==> src/rtl/stream_demux4.sv <==
// stream_demux4: keyed 1:4 valid/ready demultiplexer with a one-entry register per channel.
// Optional per-channel delivery counters are enabled by defining STREAM_DEMUX4_CNT_EN.
module stream_demux4 #(
    parameter int DATA_W = 8,
    parameter int CNT_W  = 8
) (
    input  logic                  clk,
    input  logic                  rst,
    input  logic                  in_valid,
    output logic                  in_ready,
    input  logic [1:0]            in_key,
    input  logic [DATA_W-1:0]     in_data,
    input  logic [3:0]            ch_en,
    output logic [3:0]            out_valid,
    input  logic [3:0]            out_ready,
    output logic [4*DATA_W-1:0]   out_data,
    output logic                  drop_err
`ifdef STREAM_DEMUX4_CNT_EN
    ,
    output logic [4*CNT_W-1:0]    cnt_flat
`endif
);

    logic [3:0]        full;
    logic [DATA_W-1:0] d [4];
    logic              sel_en;
    logic              accept;
    logic [3:0]        load;
    logic [3:0]        drain;

    if (CNT_W < 1) begin : g_bad_cnt_w
        $error("stream_demux4: CNT_W must be at least 1");
    end

    // A disabled destination swallows the beat, so it never backpressures the producer.
    always_comb begin
        sel_en   = ch_en[in_key];
        in_ready = 1'b0;
        if (!rst) begin
            in_ready = !sel_en || !full[in_key] || out_ready[in_key];
        end
        accept = in_valid && in_ready;
        drain  = full & out_ready;
        load   = 4'b0000;
        if (accept && sel_en) begin
            load[in_key] = 1'b1;
        end
    end

    always_ff @(posedge clk) begin
        if (rst) begin
            full     <= 4'b0000;
            drop_err <= 1'b0;
            for (int j = 0; j < 4; j++) begin
                d[j] <= '0;
            end
        end else begin
            drop_err <= accept && !sel_en;
            for (int j = 0; j < 4; j++) begin
                if (load[j]) begin
                    d[j]    <= in_data;
                    full[j] <= 1'b1;
                end else if (drain[j]) begin
                    full[j] <= 1'b0;
                end
            end
        end
    end

    always_comb begin
        out_valid = full;
        for (int j = 0; j < 4; j++) begin
            out_data[DATA_W*j +: DATA_W] = d[j];
        end
    end

`ifdef STREAM_DEMUX4_CNT_EN
    logic [CNT_W-1:0] cnt [4];

    // Counters wrap naturally at 2^CNT_W.
    always_ff @(posedge clk) begin
        if (rst) begin
            for (int j = 0; j < 4; j++) begin
                cnt[j] <= '0;
            end
        end else begin
            for (int j = 0; j < 4; j++) begin
                if (drain[j]) begin
                    cnt[j] <= cnt[j] + 1'b1;
                end
            end
        end
    end

    always_comb begin
        for (int j = 0; j < 4; j++) begin
            cnt_flat[CNT_W*j +: CNT_W] = cnt[j];
        end
    end
`endif

endmodule

==> config.mk <==
export PLATFORM = sky130hd
export DESIGN_NAME = stream_demux4
export DESIGN_NICKNAME = d
export VERILOG_FILES = /design/src/rtl/stream_demux4.sv
export SDC_FILE = /design/constraint.sdc
export NUM_CORES = 1
export LEC_CHECK = 0
export BUFFER_PORTS_ARGS = -buffer_cell sky130_fd_sc_hd__buf_2
export CAP_MARGIN = 20
export CORE_MARGIN = 2
export CORE_UTILIZATION = 42
export DETAILED_ROUTE_END_ITERATION = 16
export PLACE_DENSITY = 0.74
export SYNTH_ARGS = -nofsm -noshare
export SYNTH_HDL_FRONTEND = slang
export SYNTH_SLANG_ARGS = --single-unit
export TNS_END_PERCENT = 10
==> constraint.sdc <==
create_clock -name clk -period 1.7 [get_ports clk]
set_input_delay 0.34 -clock clk [delete_from_list [all_inputs] [get_ports clk]]
set_output_delay 0.34 -clock clk [all_outputs]
set_load 0.03 [all_outputs]
== Word-level counts from Yosys, hierarchy flattened ==
Memories as Yosys holds them, arrays and structs flattened.
Cells that the tools add are included.

* $lt $le $gt $ge: 2
* Bitwise operators: 5
* Mux-type cells: 36
* Reduce and logical (&&, ||, !) cells: 12

{| class="wikitable"
|+ Operators with widths
! operator !! count
|-
| 8-bit 2-to-1 mux || 4
|-
| 1-bit 2-to-1 mux || 27
|-
| 2-bit nonzero test || 4
|-
| 1-bit binary-select mux with 2-bit select || 3
|-
| 4-bit bitwise AND || 1
|-
| 1-bit logical AND || 4
|-
| 4-bit 2-to-1 mux || 1
|-
| 1-bit bitwise OR || 4
|-
| 2-bit by 3-bit less-than comparator with 1-bit output, second input constant || 1
|-
| 1-bit demux with 2-bit select || 1
|-
| 2-bit by 1-bit greater-or-equal comparator with 1-bit output, second input constant || 1
|-
| 1-bit zero test || 2
|-
| 1-bit logical OR || 2
|}

* Logic and storage cells: 61
* Bits in writable memories: 32
* Register bits: 5
* Output and inout bits: 38
* Memories kept: 1

{| class="wikitable"
|+ Memory list
! memory !! depth !! bits a word !! read ports !! clocked after memory_dff !! wr ports !! line !! source
|-
| d || 4 || 8 || 4 || 0 || 4 || 25 || <nowiki>logic [DATA_W-1:0] d [4];</nowiki>
|}

== Longest topological paths before layout ==
Gate-level depths: netlist of run 1.

* Word-level depth: 13
* Gate-level depth with buffers: 5

== Worst setup path before layout of run 1 ==
Ideal clock, no wire load.

* Path kind: register to register
* Start point: register full[2] (netlist: out_valid[2])
* End point: memory d[2][0] (enable)
* Arrival time: 1.500 ns
* Setup time: 0.375 ns
* Buffers on the path: 1
* Required time: 1.325 ns
* Setup slack: -0.175 ns
* Cell stages (with the launch flop): 5
* Path through: dfxtp_1 > nor2b_1 > or3_1 > buf_2 > o21bai_1

{| class="wikitable"
|+ RTL lines
! item !! line !! source
|-
| start: declaration || 24 || <nowiki>logic [3:0] full;</nowiki>
|-
| start signal: assignment || 52 || <nowiki>full <= 4'b0000;</nowiki>
|-
| start signal: indexed assignment || 62 || <nowiki>full[j] <= 1'b1;</nowiki>
|-
| start signal: indexed assignment || 64 || <nowiki>full[j] <= 1'b0;</nowiki>
|-
| end: declaration || 25 ||
|}

== Worst setup path after layout of run 1 ==
* Start point: register full[0] (netlist: out_valid[0])
* End point: output port in_ready

* Longest elaborated chain between the ends: 6

{| class="wikitable"
|+ Ends and longest elaborated chain
! item !! line !! source
|-
| 1-bit binary-select mux with 2-bit select || 40 || <nowiki>in_ready = !sel_en || !full[in_key] || out_ready[in_key];</nowiki>
|-
| 1-bit 2-to-1 mux (implied by the code) || 40 ||
|-
| 1-bit zero test || 40 ||
|-
| 1-bit logical OR (2 in series) || 40 ||
|-
| 1-bit 2-to-1 mux || 39 || <nowiki>if (!rst) begin</nowiki>
|-
| end: declaration || 10 || <nowiki>output logic in_ready,</nowiki>
|}

No other way between the ends. The select of a mux whose other input is x is not followed.

==> results of run 1 <==
[layer usage]
layer	part of all wire (%)	global-route usage (%)
met5	0	0
met4	1.3	5.83
met3	10	8.04
met2	51	29.4
met1	38	18.1
[metrics by stage]
step / utilization [%] / worst slack (ps)
after floorplan: - / -86.9
after global placement: 55.8 / -11.0
after detailed placement: 55.8 / -17.8
after CTS: 58.6 / -198
after global routing: 58.6 / -257
final: 58.6 / -182
[power breakdown]
group          leakage, nW  total [mW]  switching [mW]  internal (mW)
Combinational        0.436       0.234           0.157         0.0776
Sequential           0.386        1.03         0.00912           1.02
Clock               0.0258       0.404           0.254          0.150
[timing repair]
item / CTS / global route
hold endpoints to repair: 0 / 0
gates resized for setup: 14 / 0
pin swaps: 1 / 0
setup endpoints to repair: 1 / 1
setup buffers: 1 / 0
[cell usage after synthesis]
cell / count / area share, %
inv_1: 2 / 0.51
nor2b_1: 5 / 2.1
edfxtp_1: 32 / 65
nor2_1: 37 / 9.5
buf_2: 4 / 1.4
nand2_1: 10 / 2.6
nand3b_1: 1 / 0.51
a41oi_1: 3 / 1.8
nand4b_1: 1 / 0.60
clkbuf_1: 1 / 0.26
a31oi_1: 1 / 0.43
a21oi_2: 1 / 0.60
inv_2: 1 / 0.26
o21bai_2: 1 / 0.77
or3_1: 2 / 0.85
mux4_2: 2 / 3.1
dfxtp_1: 5 / 6.8
o21bai_1: 3 / 1.5
buf_6: 1 / 0.77
nor3_1: 1 / 0.34
[kinds of logic (layout without fill, tap and decap cells)]
| logic type | after synthesis | after routing | synth area share, % |
|---|---|---|---|
| buf+inv | 9 | 79 | 3.15 |
| simple gates | 57 | 57 | 16.4 |
| mux | 2 | 2 | 3.07 |
| compound gates | 9 | 9 | 5.11 |
| flops | 37 | 37 | 72.2 |
[cells in the final DEF (no fill, tap or decap)]
cell,netlist,final
nor2_1,37,37
o21bai_1,3,2
o21bai_2,1,2
edfxtp_1,32,32
buf_6,1,1
a21oi_2,1,1
clkinv_1,0,1
buf_4,0,11
buf_2,4,57
inv_2,1,1
or3_1,2,2
nand2_1,10,10
inv_1,2,2
clkbuf_1,1,1
nor3_1,1,1
nor2b_1,5,1
nand3b_1,1,1
a31oi_1,1,1
mux4_2,2,2
a41oi_1,3,3
dfxtp_2,0,4
dfxtp_1,5,1
nand4b_1,1,1
nor2b_4,0,4
clkbuf_4,0,5
[worst reg2reg max path, cell delays in order, from the launching register on]
cell	delay, ps
dfxtp_2	330
nor2b_4	120
or3_1	380
o21bai_2	120
buf_4	180
[registers in the layout (all words and copies together), names as in the netlist]
| register | cells |
|---|---|
| out_valid | 4 |
| drop_err | 1 |
| d | 32 |
[layout make-up]
cell class	instances	area [um^2]	share of cell area [%]
clock inverters	1	3.75	0.192
inverters	3	11.3	0.576
repair buffers	69	379	19.4
flip-flops and latches	37	1070	54.5
multi-input cells	68	395	20.2
clock buffers	6	41.3	2.11
well taps	46	57.6	2.94
[path summary, 6_finish.rpt]
| check | to | slack (ps) | cells after the start | from |
|---|---|---|---|---|
| worst max-delay path | in_ready | -180 | 4 | out_valid[0] |
| worst min-delay path | out_valid[0] | 290 | 3 | ch_en[0] |
| worst max register to register | d[2][3] | 270 | 4 | out_valid[2] |
| worst min register to register | out_valid[1] | 640 | 3 | out_valid[1] |
==> run summary, run 1 <==
Setup repair after global routing could not meet its margin everywhere. The antenna violation net count after detailed routing came out at 0. The core area came out at 3340 um^2. STA classifies the critical path startpoint as a register.

The buffers plus inverters on the worst setup path is 1. The total inserted antenna cells is 0. The cell sitting at the root of the clock tree is a clkbuf_4. The final reports fail on setup timing. Summed over all failing endpoints, the final setup total negative slack is -182 ps. Relative to the synthesized area, the layout overhead comes to 33.0%.

The number of register bits inferred by synthesis came out at 37. In this run the worst hold path is classified as in -> reg. The synthesis warning total is 0.

The dominant delay contributor by cell family on the critical path is multiplexers. The total power is 1.66 mW. In this run the tightest slew margin relative to its limit is 64.9%. The number of non-filler instances in the completed layout came out at 230.

Summing every instance area after synthesis gives 1470 um^2. Summing all placed instances gives a cell area of 1860 um^2. The share of post-route cells with drive strength above 1 is 47.8%. In this run the worst path has a maximum fanout of 2. The net count reported at finish came out at 205. The depth of the CTS H-tree is 2.

The total congestion overflow after global routing is 0. The share of the clock period used by the worst path after layout came out at 111%. The number of pins exceeding their max-slew limit in the final report is 0. The DRC violation count after routing came out at 0. The width of the chip came out at 63.1 um. The placed instance count came out at 222. Sequential cells were found to cover 72.2% of the synthesized design area.

The net count after synthesis came out at 135. The initial antenna violation count is 0. The total detailed-routing wirelength came out at 3.13 mm. The count of fill cells added during filler insertion is 287. The tool flagged a number of max-cap violations equal to 0. The clock latency on the worst-skew pair came out at 330 ps. Final hold analysis gives a worst-case slack of 294 ps. The die outline height is 63.1 um. The post-detailed-route wirelength per cell came out at 13.6 um.

The cell type of the slowest stage on the worst timing path is mux4_2. The arrival time of data at the critical path endpoint is 1540 ps. At the end of routability-driven placement, the weighted congestion stood at 0.891.

The number of buffers inserted by hold repair at cts is 0. The post-synthesis average cell area came out at 12.9 um^2. The number of design-rule violations left by the first detailed-router iteration is 51.

The number of global-route vias before repair came out at 1,118. The clock drives 37 sinks. For this design the ratio of total power to cell area is 852 nW/um^2. The post-route standard cell area excluding fillers is 1950 um^2. The critical path is of the reg -> out type. The critical path's largest stage delay came out at 460 ps.

The number of buffers between clock root and the deepest sink is 2. The data required time of the critical path came out at 1360 ps. The highest clock frequency the design can meet is 531 MHz. Clock-pin slew was measured on the worst setup and hold paths at 90 ps.

The area of the die is 3990 um^2. The floorplan has 21 rows. The netlist uses 20 different library cells.

The least setup slack across all paths after layout is -182 ps. The all-layer global routing usage came out at 17.0%. TritonCTS built the clock tree. The number of I/O pins is 59.

The largest net degree at the start of global routing is 12. The number of I/O port buffers came out at 58. The final critical-path required period is 1880 ps.

The final count of negative-setup-slack endpoints came out at 1. The via-per-instance ratio is 4.91. The worst IR drop on VDD came out at 0.383 mV. The number of failing hold endpoints at the final stage came out at 0.

The leakage dissipation is 0.848 nW. The post-DP HPWL came out at 2.40 mm. The run finished, with violations left. The sort of element at the end of the critical path is an output pin. At the pin with the least slew margin, the transition time is 526 ps.

The starting density of the core came out at 44.0%. The post-synthesis instance total is 114. Traced cell by cell, the critical path runs through nor2b_4, mux4_2, a21oi_2, buf_6.

Before antenna repair, the detailed router went through 4 iterations. The detailed router placed 1,129 vias in this run. The first-pass GRT wire length is 5.06 mm.

The setup skew after layout came out at 1.10 ps. TritonCTS created 5 clock buffers.
Note: power is estimated with default switching activity, not from simulation.
==> inputs of run 2 (changes only) <==
--- a/config.mk
+++ b/config.mk
@@ -8,9 +8,10 @@
 export BUFFER_PORTS_ARGS = -buffer_cell sky130_fd_sc_hd__buf_2
 export CAP_MARGIN = 20
 export CORE_MARGIN = 2
-export CORE_UTILIZATION = 42
+export CORE_UTILIZATION = 40
+export CTS_BUF_LIST = sky130_fd_sc_hd__clkbuf_8
 export DETAILED_ROUTE_END_ITERATION = 16
-export PLACE_DENSITY = 0.74
+export PLACE_DENSITY = 0.71
 export SYNTH_ARGS = -nofsm -noshare
 export SYNTH_HDL_FRONTEND = slang
 export SYNTH_SLANG_ARGS = --single-unit
==> run 2 against run 1 <==
- the flow still finishes with violations (setup timing)
- final cell count rose by 1.3%
- worst hold slack improved by 59 ps
- critical path depth did not move
- power rose by 18%
- non-clock buffer count did not move
- flip-flop and latch count did not move
- clock skew rose by 2.5 ps
- highest routed layer unchanged
- worst setup slack improved by 45 ps
- first-iteration DRC count fell by 16%
- final area rose by 3.3%
- register-to-register slack barely moved
- critical endpoint unchanged
==> run summary, run 2 (same netlist as run 1, synthesis figures left out) <==
The actual transition at the worst max-transition pin was 497 ps (was 526 ps). The global placement routability congestion is 0.916 (was 0.891). The relative max-transition margin came out at 66.8% (was 64.9%). The post-route standard cell area excluding fillers is 2020 um^2 (was 1950 um^2). The setup skew after layout came out at 3.63 ps (was 1.10 ps). The all-layer global routing usage was 16.0% (was 17.0%). The clock tree from TritonCTS is yes (unchanged).

The highest clock frequency the design can meet is 545 MHz (was 531 MHz). The largest net degree at the start of global routing came out at 12 (unchanged). The growth of design area from synthesis to finish is 37.4% (was 33.0%). Failing checks: setup timing (unchanged). The depth of the CTS H-tree came out at 2 (unchanged). The sort of element at the start of the critical path is a register (unchanged).

The final count of negative-setup-slack endpoints is 1 (unchanged). The number of pins exceeding their max-slew limit in the final report is 0 (unchanged). The share of post-route cells with drive strength above 1 came out at 48.1% (was 47.8%). The clock sink total is 37 (unchanged). The die outline height was 64.6 um (was 63.1 um).

The sequential cell area in the final layout is 1070 um^2 (unchanged). The clock latency on the worst-skew pair came out at 280 ps (was 330 ps). The number of I/O pins is 59 (unchanged).

The least setup slack across all paths after layout came out at -136 ps (was -182 ps). The total inserted antenna cells is 0 (unchanged). The width of the chip came to 64.6 um (was 63.1 um). The total detailed-routing wirelength is 3.14 mm (was 3.13 mm).

The count of fill cells added during filler insertion came out at 321 (was 287). The kind of critical path is reg -> out (unchanged). The total CTS buffers is 5 (unchanged). The number of violations of the max-capacitance limit came out at 0 (unchanged). The arrival time of data at the critical path endpoint came out at 1500 ps (was 1540 ps). The initial antenna violation count is 0 (unchanged). The worst IR drop on VDD came out at 0.513 mV (was 0.383 mV). The data required time of the critical path came out at 1360 ps (about the same). The final critical-path required period came out at 1840 ps (was 1880 ps). The core area came to 3610 um^2 (was 3340 um^2). The clock slew at the register clock pins of the worst setup and hold paths is 60 ps (was 90 ps).

The leakage dissipation came out at 0.879 nW (was 0.848 nW). The type of the tightest min-delay check is in -> reg (unchanged). Commonest cells after routing, fill and taps aside: buf_2 (57), nor2_1 (37), edfxtp_1 (32), buf_4 (11), nand2_1 (10) (unchanged).

The total congestion overflow after global routing was 0 (unchanged). Result of the run: finished, violations left (unchanged). The total cell area at the placement stage came to 1860 um^2 (about the same). The DRC violation count after routing is 0 (unchanged). The first-pass GRT wire length came out at 4.86 mm (was 5.06 mm). The sum of negative setup slack came to -136 ps (was -182 ps). The most common cell after layout, fill and taps aside is buf_2 (unchanged). Setup repair after global routing missed its margin: true (unchanged).

The number of design-rule violations left by the first detailed-router iteration came out at 43 (was 51). The number of I/O port buffers came out at 58 (unchanged). The antenna violation net count after detailed routing is 0 (unchanged). The number of global-route vias before repair is 1,059 (was 1,118). The total via count after detailed routing is 1,094 (was 1,129).

The number of buffers inserted by hold repair at cts was 0 (unchanged). The sort of element at the end of the critical path is an output pin (unchanged). The net count reported at finish was 205 (unchanged). The total power divided by cell area came to 976 nW/um^2 (was 852 nW/um^2). The post-detailed-route wirelength per cell is 13.5 um (was 13.6 um).

The number of optimization iterations in the first detailed-route pass came out at 4 (unchanged). The number of buffers between clock root and the deepest sink came out at 2 (unchanged). The placement row count came out at 22 (was 21). The post-DP HPWL is 2.40 mm (about the same). The starting density of the core is 40.7% (was 44.0%). The number of failing hold endpoints at the final stage is 0 (unchanged). The utilization after layout came out at 56.0% (was 58.6%).

The share of the clock period used by the worst path after layout is 108% (was 111%). The area of the die is 4170 um^2 (was 3990 um^2). The critical-path maximum fanout is 2 (unchanged). The multi-input logic area came out at 395 um^2 (unchanged). The via-per-instance ratio came out at 4.70 (was 4.91). The master cell of the clock root buffer is clkbuf_8 (was clkbuf_4). The register with the highest flop count is d (unchanged). The number of flip-flops under the largest register name was 32 (unchanged).
## run 2: cell types whose count changed in the layout (fill, tap and decap cells not counted), sizes merged
cell    delta
clkbuf     -1
bufinv     +1
inv        +1
## run 2: layer usage
metal	routed length (um)	global-route usage [%]	up-vias
met4	19	4.79	0
met5	0	0	-
met1	1200	18.7	494
met2	1590	27.3	61
met3	333	5.90	4
li1	-	-	535
## run 2: timing repair
| action | 4_1_cts | 5_1_grt |
|---|---|---|
| buffers inserted | 1 | 0 |
| resized for setup | 14 | 0 |
| pin swaps | 1 | 0 |
| cloned | 0 | 0 |
| endpoints found under the hold margin | 0 | 0 |
| endpoints found under the setup margin | 1 | 1 |
## run 2: worst paths after layout
check / from / endpoint / slack [ps] / cells after the start
max reg2reg: out_valid[2] / d[2][6] / 270 / 4
min reg2reg: out_valid[3] / out_valid[3] / 640 / 3
max: out_valid[0] / in_ready / -140 / 4
min: ch_en[0] / out_valid[0] / 350 / 3
## run 2: critical path, cell delays in order, from the launching register on
cell and delay, ps:
dfxtp_2 320, nor2b_4 120, mux4_2 470, a21oi_2 160, buf_6 150
## run 2: per-stage QoR
| stage | cells | power (mW) | worst slack [ps] | hold WS (ps) |
|---|---|---|---|---|
| CTS | 233 | 1.99 | -141 | 341 |
| finish | 233 | 1.97 | -136 | 352 |
| floorplan | 114 | 1.19 | -86.9 | 495 |
| global route | 233 | 2.05 | -200 | 355 |
| global placement | 224 | 1.27 | -9.86 | 643 |
| detailed placement | 224 | 1.28 | -27.6 | 640 |
## run 2: cell type report
type	instances	area share (%)
tap	48	2.98
multi-input combinational	68	19.6
clock inverter	3	1.86
sequential	37	52.8
clock buffer	5	3.41
timing repair buffer	69	18.8
inverter	3	0.558
## run 2: report_power, final
part / switching, mW / internal [mW] / leakage, nW
clock: 0.283 / 0.427 / 0.0570
combinational: 0.156 / 0.0776 / 0.436
sequential: 0.00873 / 1.02 / 0.386
total: 0.448 / 1.52 / 0.879
==> inputs of run 3 (changes only) <==
--- a/config.mk
+++ b/config.mk
@@ -11,7 +11,8 @@
 export CORE_UTILIZATION = 40
 export CTS_BUF_LIST = sky130_fd_sc_hd__clkbuf_8
 export DETAILED_ROUTE_END_ITERATION = 16
-export PLACE_DENSITY = 0.71
+export PLACE_DENSITY = 0.75
+export RECOVER_POWER = 100
 export SYNTH_ARGS = -nofsm -noshare
 export SYNTH_HDL_FRONTEND = slang
 export SYNTH_SLANG_ARGS = --single-unit
==> run 3 against run 2 <==
- the run still ends with setup timing left
- non-clock buffer count is 1 lower
- register-to-register slack worse by 150 ps
- die area stayed put
- largest cell class unchanged
- highest routed layer unchanged
==> run summary, run 3 (same netlist as run 1, synthesis figures left out) <==
Commonest cells after routing, fill and taps aside: clkbuf_1 (42), nor2_1 (37), edfxtp_1 (32), buf_2 (20), nand2_1 (10) (was buf_2 (57), nor2_1 (37), edfxtp_1 (32), buf_4 (11), nand2_1 (10)). The internal power came out at 1.36 mW (was 1.52 mW). The all-layer global routing usage is 17.1% (was 16.0%). The total via count after detailed routing is 1,119 (was 1,094). The number of buffers inserted by hold repair at cts came to 0 (unchanged). The buffers plus inverters on the worst setup path came out at 1 (unchanged). The worst IR drop on VDD came out at 0.304 mV (was 0.513 mV).

The switching portion of total power came out at 25.3% (was 22.7%). The total power was 1.82 mW (was 1.97 mW). The clock slew at the register clock pins of the worst setup and hold paths is 70 ps (was 60 ps).

The relative max-transition margin is 63.9% (was 66.8%). The clock latency on the worst-skew pair came out at 280 ps (about the same). The total power divided by cell area came out at 949 nW/um^2 (was 976 nW/um^2). The actual transition at the worst max-transition pin was 540 ps (was 497 ps).

The kind of critical path is reg -> out (unchanged). The number of optimization iterations in the first detailed-route pass is 4 (unchanged). The number of global-route vias before repair came to 1,146 (was 1,059). The final count of negative-setup-slack endpoints came to 1 (unchanged). The antenna violation net count after detailed routing came out at 0 (unchanged). The sort of element at the end of the critical path is an output pin (unchanged). The worst setup timing slack at the placement stage came out at -43.8 ps (was -27.6 ps). The type of the tightest min-delay check is in -> reg (unchanged). CP cell instances: nor2b_4, mux4_2, a21oi_2, buf_6 (unchanged). The register with the highest flop count is d (unchanged). The number of design-rule violations left by the first detailed-router iteration is 38 (was 43). The largest net degree at the start of global routing is 12 (unchanged).

The area of the die is 4170 um^2 (unchanged). The number of pins exceeding their max-slew limit in the final report came out at 0 (unchanged). The DRC violation count after routing is 0 (unchanged). The via-per-instance ratio was 4.82 (was 4.70). The starting density of the core is 40.7% (unchanged).

The least setup slack across all paths after layout came to -152 ps (was -136 ps). The total congestion overflow after global routing came out at 0 (unchanged). The placement row count is 22 (unchanged). The critical-path maximum fanout was 3 (was 2). The setup skew after layout came out at 1.24 ps (was 3.63 ps). The clock sink total came out at 37 (unchanged). The width of the chip is 64.6 um (unchanged). The sum of negative setup slack is -152 ps (was -136 ps).

The sequential share of power is 56.6% (was 52.1%). The highest clock frequency the design can meet came to 540 MHz (was 545 MHz). The final critical-path required period came out at 1850 ps (was 1840 ps).

The share of the clock period used by the worst path after layout is 109% (was 108%). The clock tree from TritonCTS was yes (unchanged). The total detailed-routing wirelength came out at 3.32 mm (was 3.14 mm). The most common cell after layout, fill and taps aside is clkbuf_1 (was buf_2). The part of the total power dissipated in the clock network is 31.4% (was 36.0%).

The number of failing hold endpoints at the final stage is 0 (unchanged). The number of flip-flops under the largest register name is 32 (unchanged). The cell type of the slowest stage on the worst timing path is mux4_2 (unchanged).

The growth of design area from synthesis to finish is 30.3% (was 37.4%). The master cell of the clock root buffer is clkbuf_8 (unchanged). The post-DP HPWL is 2.50 mm (was 2.40 mm). The global placement routability congestion came to 0.886 (was 0.916).

The number of I/O pins is 59 (unchanged). The post-detailed-route wirelength per cell is 14.3 um (was 13.5 um). The sort of element at the start of the critical path was a register (unchanged).

The critical path's largest stage delay came out at 470 ps (about the same). The share of post-route cells with drive strength above 1 came to 22.8% (was 48.1%). The data required time of the critical path is 1360 ps (about the same). The number of violations of the max-capacitance limit was 0 (unchanged). The depth of the CTS H-tree came out at 2 (unchanged). The initial antenna violation count is 0 (unchanged). The total CTS buffers is 5 (unchanged). The dominant delay contributor by cell family on the critical path is multiplexers (unchanged).

The net count reported at finish came out at 204 (was 205). The number of I/O port buffers came to 58 (unchanged). The portion of total power attributed to combinational logic was 12.0% (was 11.9%). The arrival time of data at the critical path endpoint came out at 1510 ps (was 1500 ps). The power dissipated by switching net loads came to 0.459 mW (was 0.448 mW). The die outline height is 64.6 um (unchanged). The leakage dissipation was 0.717 nW (was 0.879 nW). Result of the run: finished, violations left (unchanged).

Setup repair after global routing missed its margin: true (unchanged). The core area is 3610 um^2 (unchanged). The first-pass GRT wire length came out at 5.18 mm (was 4.86 mm).

The number of buffers between clock root and the deepest sink came out at 2 (unchanged). The total inserted antenna cells came out at 0 (unchanged). Failing checks: setup timing (unchanged).
[run 3: layer usage]
metal,GRT usage (%),part of all wire [%],vias to the layer above
li1,-,-,532
met1,19.1,40,512
met2,29.3,49,70
met3,6.08,9.0,5
met4,7.71,1.4,0
met5,0,0,-
[run 3: what timing repair did]
item,in CTS,in global routing
gates resized for setup,14,0
buffers inserted,0,0
pin swaps,1,0
endpoints found under the setup margin,1,1
[run 3: power groups by stage]
stage / clock, mW / combinational, mW / sequential [mW]
floorplan: 0 / 0.0713 / 1.12
global placement: 0 / 0.227 / 1.05
detailed placement: 0 / 0.233 / 1.05
CTS: 0.589 / 0.240 / 1.03
global route: 0.632 / 0.235 / 1.03
finish: 0.570 / 0.219 / 1.03
[run 3: stage by stage]
step,hold slack (ps),cells,util [%],cell area [um^2]
finish,343,232,53.1,1910
detailed placement,650,224,52.0,1880
global placement,641,224,52.0,1880
floorplan,495,114,-,1470
CTS,334,232,55.4,2000
global route,357,232,53.1,1910
[run 3: cell type report]
| cell class | count | area, um^2 |
|---|---|---|
| clock buffers | 5 | 68.8 |
| clock inverters | 3 | 13.8 |
| fillers | 368 | 1690 |
| inverters | 3 | 11.3 |
| multi-input cells | 68 | 392 |
| flip-flops and latches | 37 | 1060 |
| well taps | 48 | 60.1 |
| repair buffers | 68 | 307 |
[run 3: final timing paths]
| path | startpoint | end | slack, ps | cells after the start |
|---|---|---|---|---|
| min reg2reg | out_valid[0] | out_valid[0] | 640 | 3 |
| min | ch_en[0] | out_valid[0] | 340 | 3 |
| max | out_valid[0] | in_ready | -150 | 4 |
| max reg2reg | out_valid[1] | d[1][3] | 120 | 4 |
[run 3: tightest hold or removal path: cells and delay by family]
| family | cells | cell delay, ps |
|---|---|---|
| and+or+nand+nor | 1 | 80 |
| buffers and inverters | 1 | 100 |
| AOI/OAI and AO/OA | 1 | 70 |
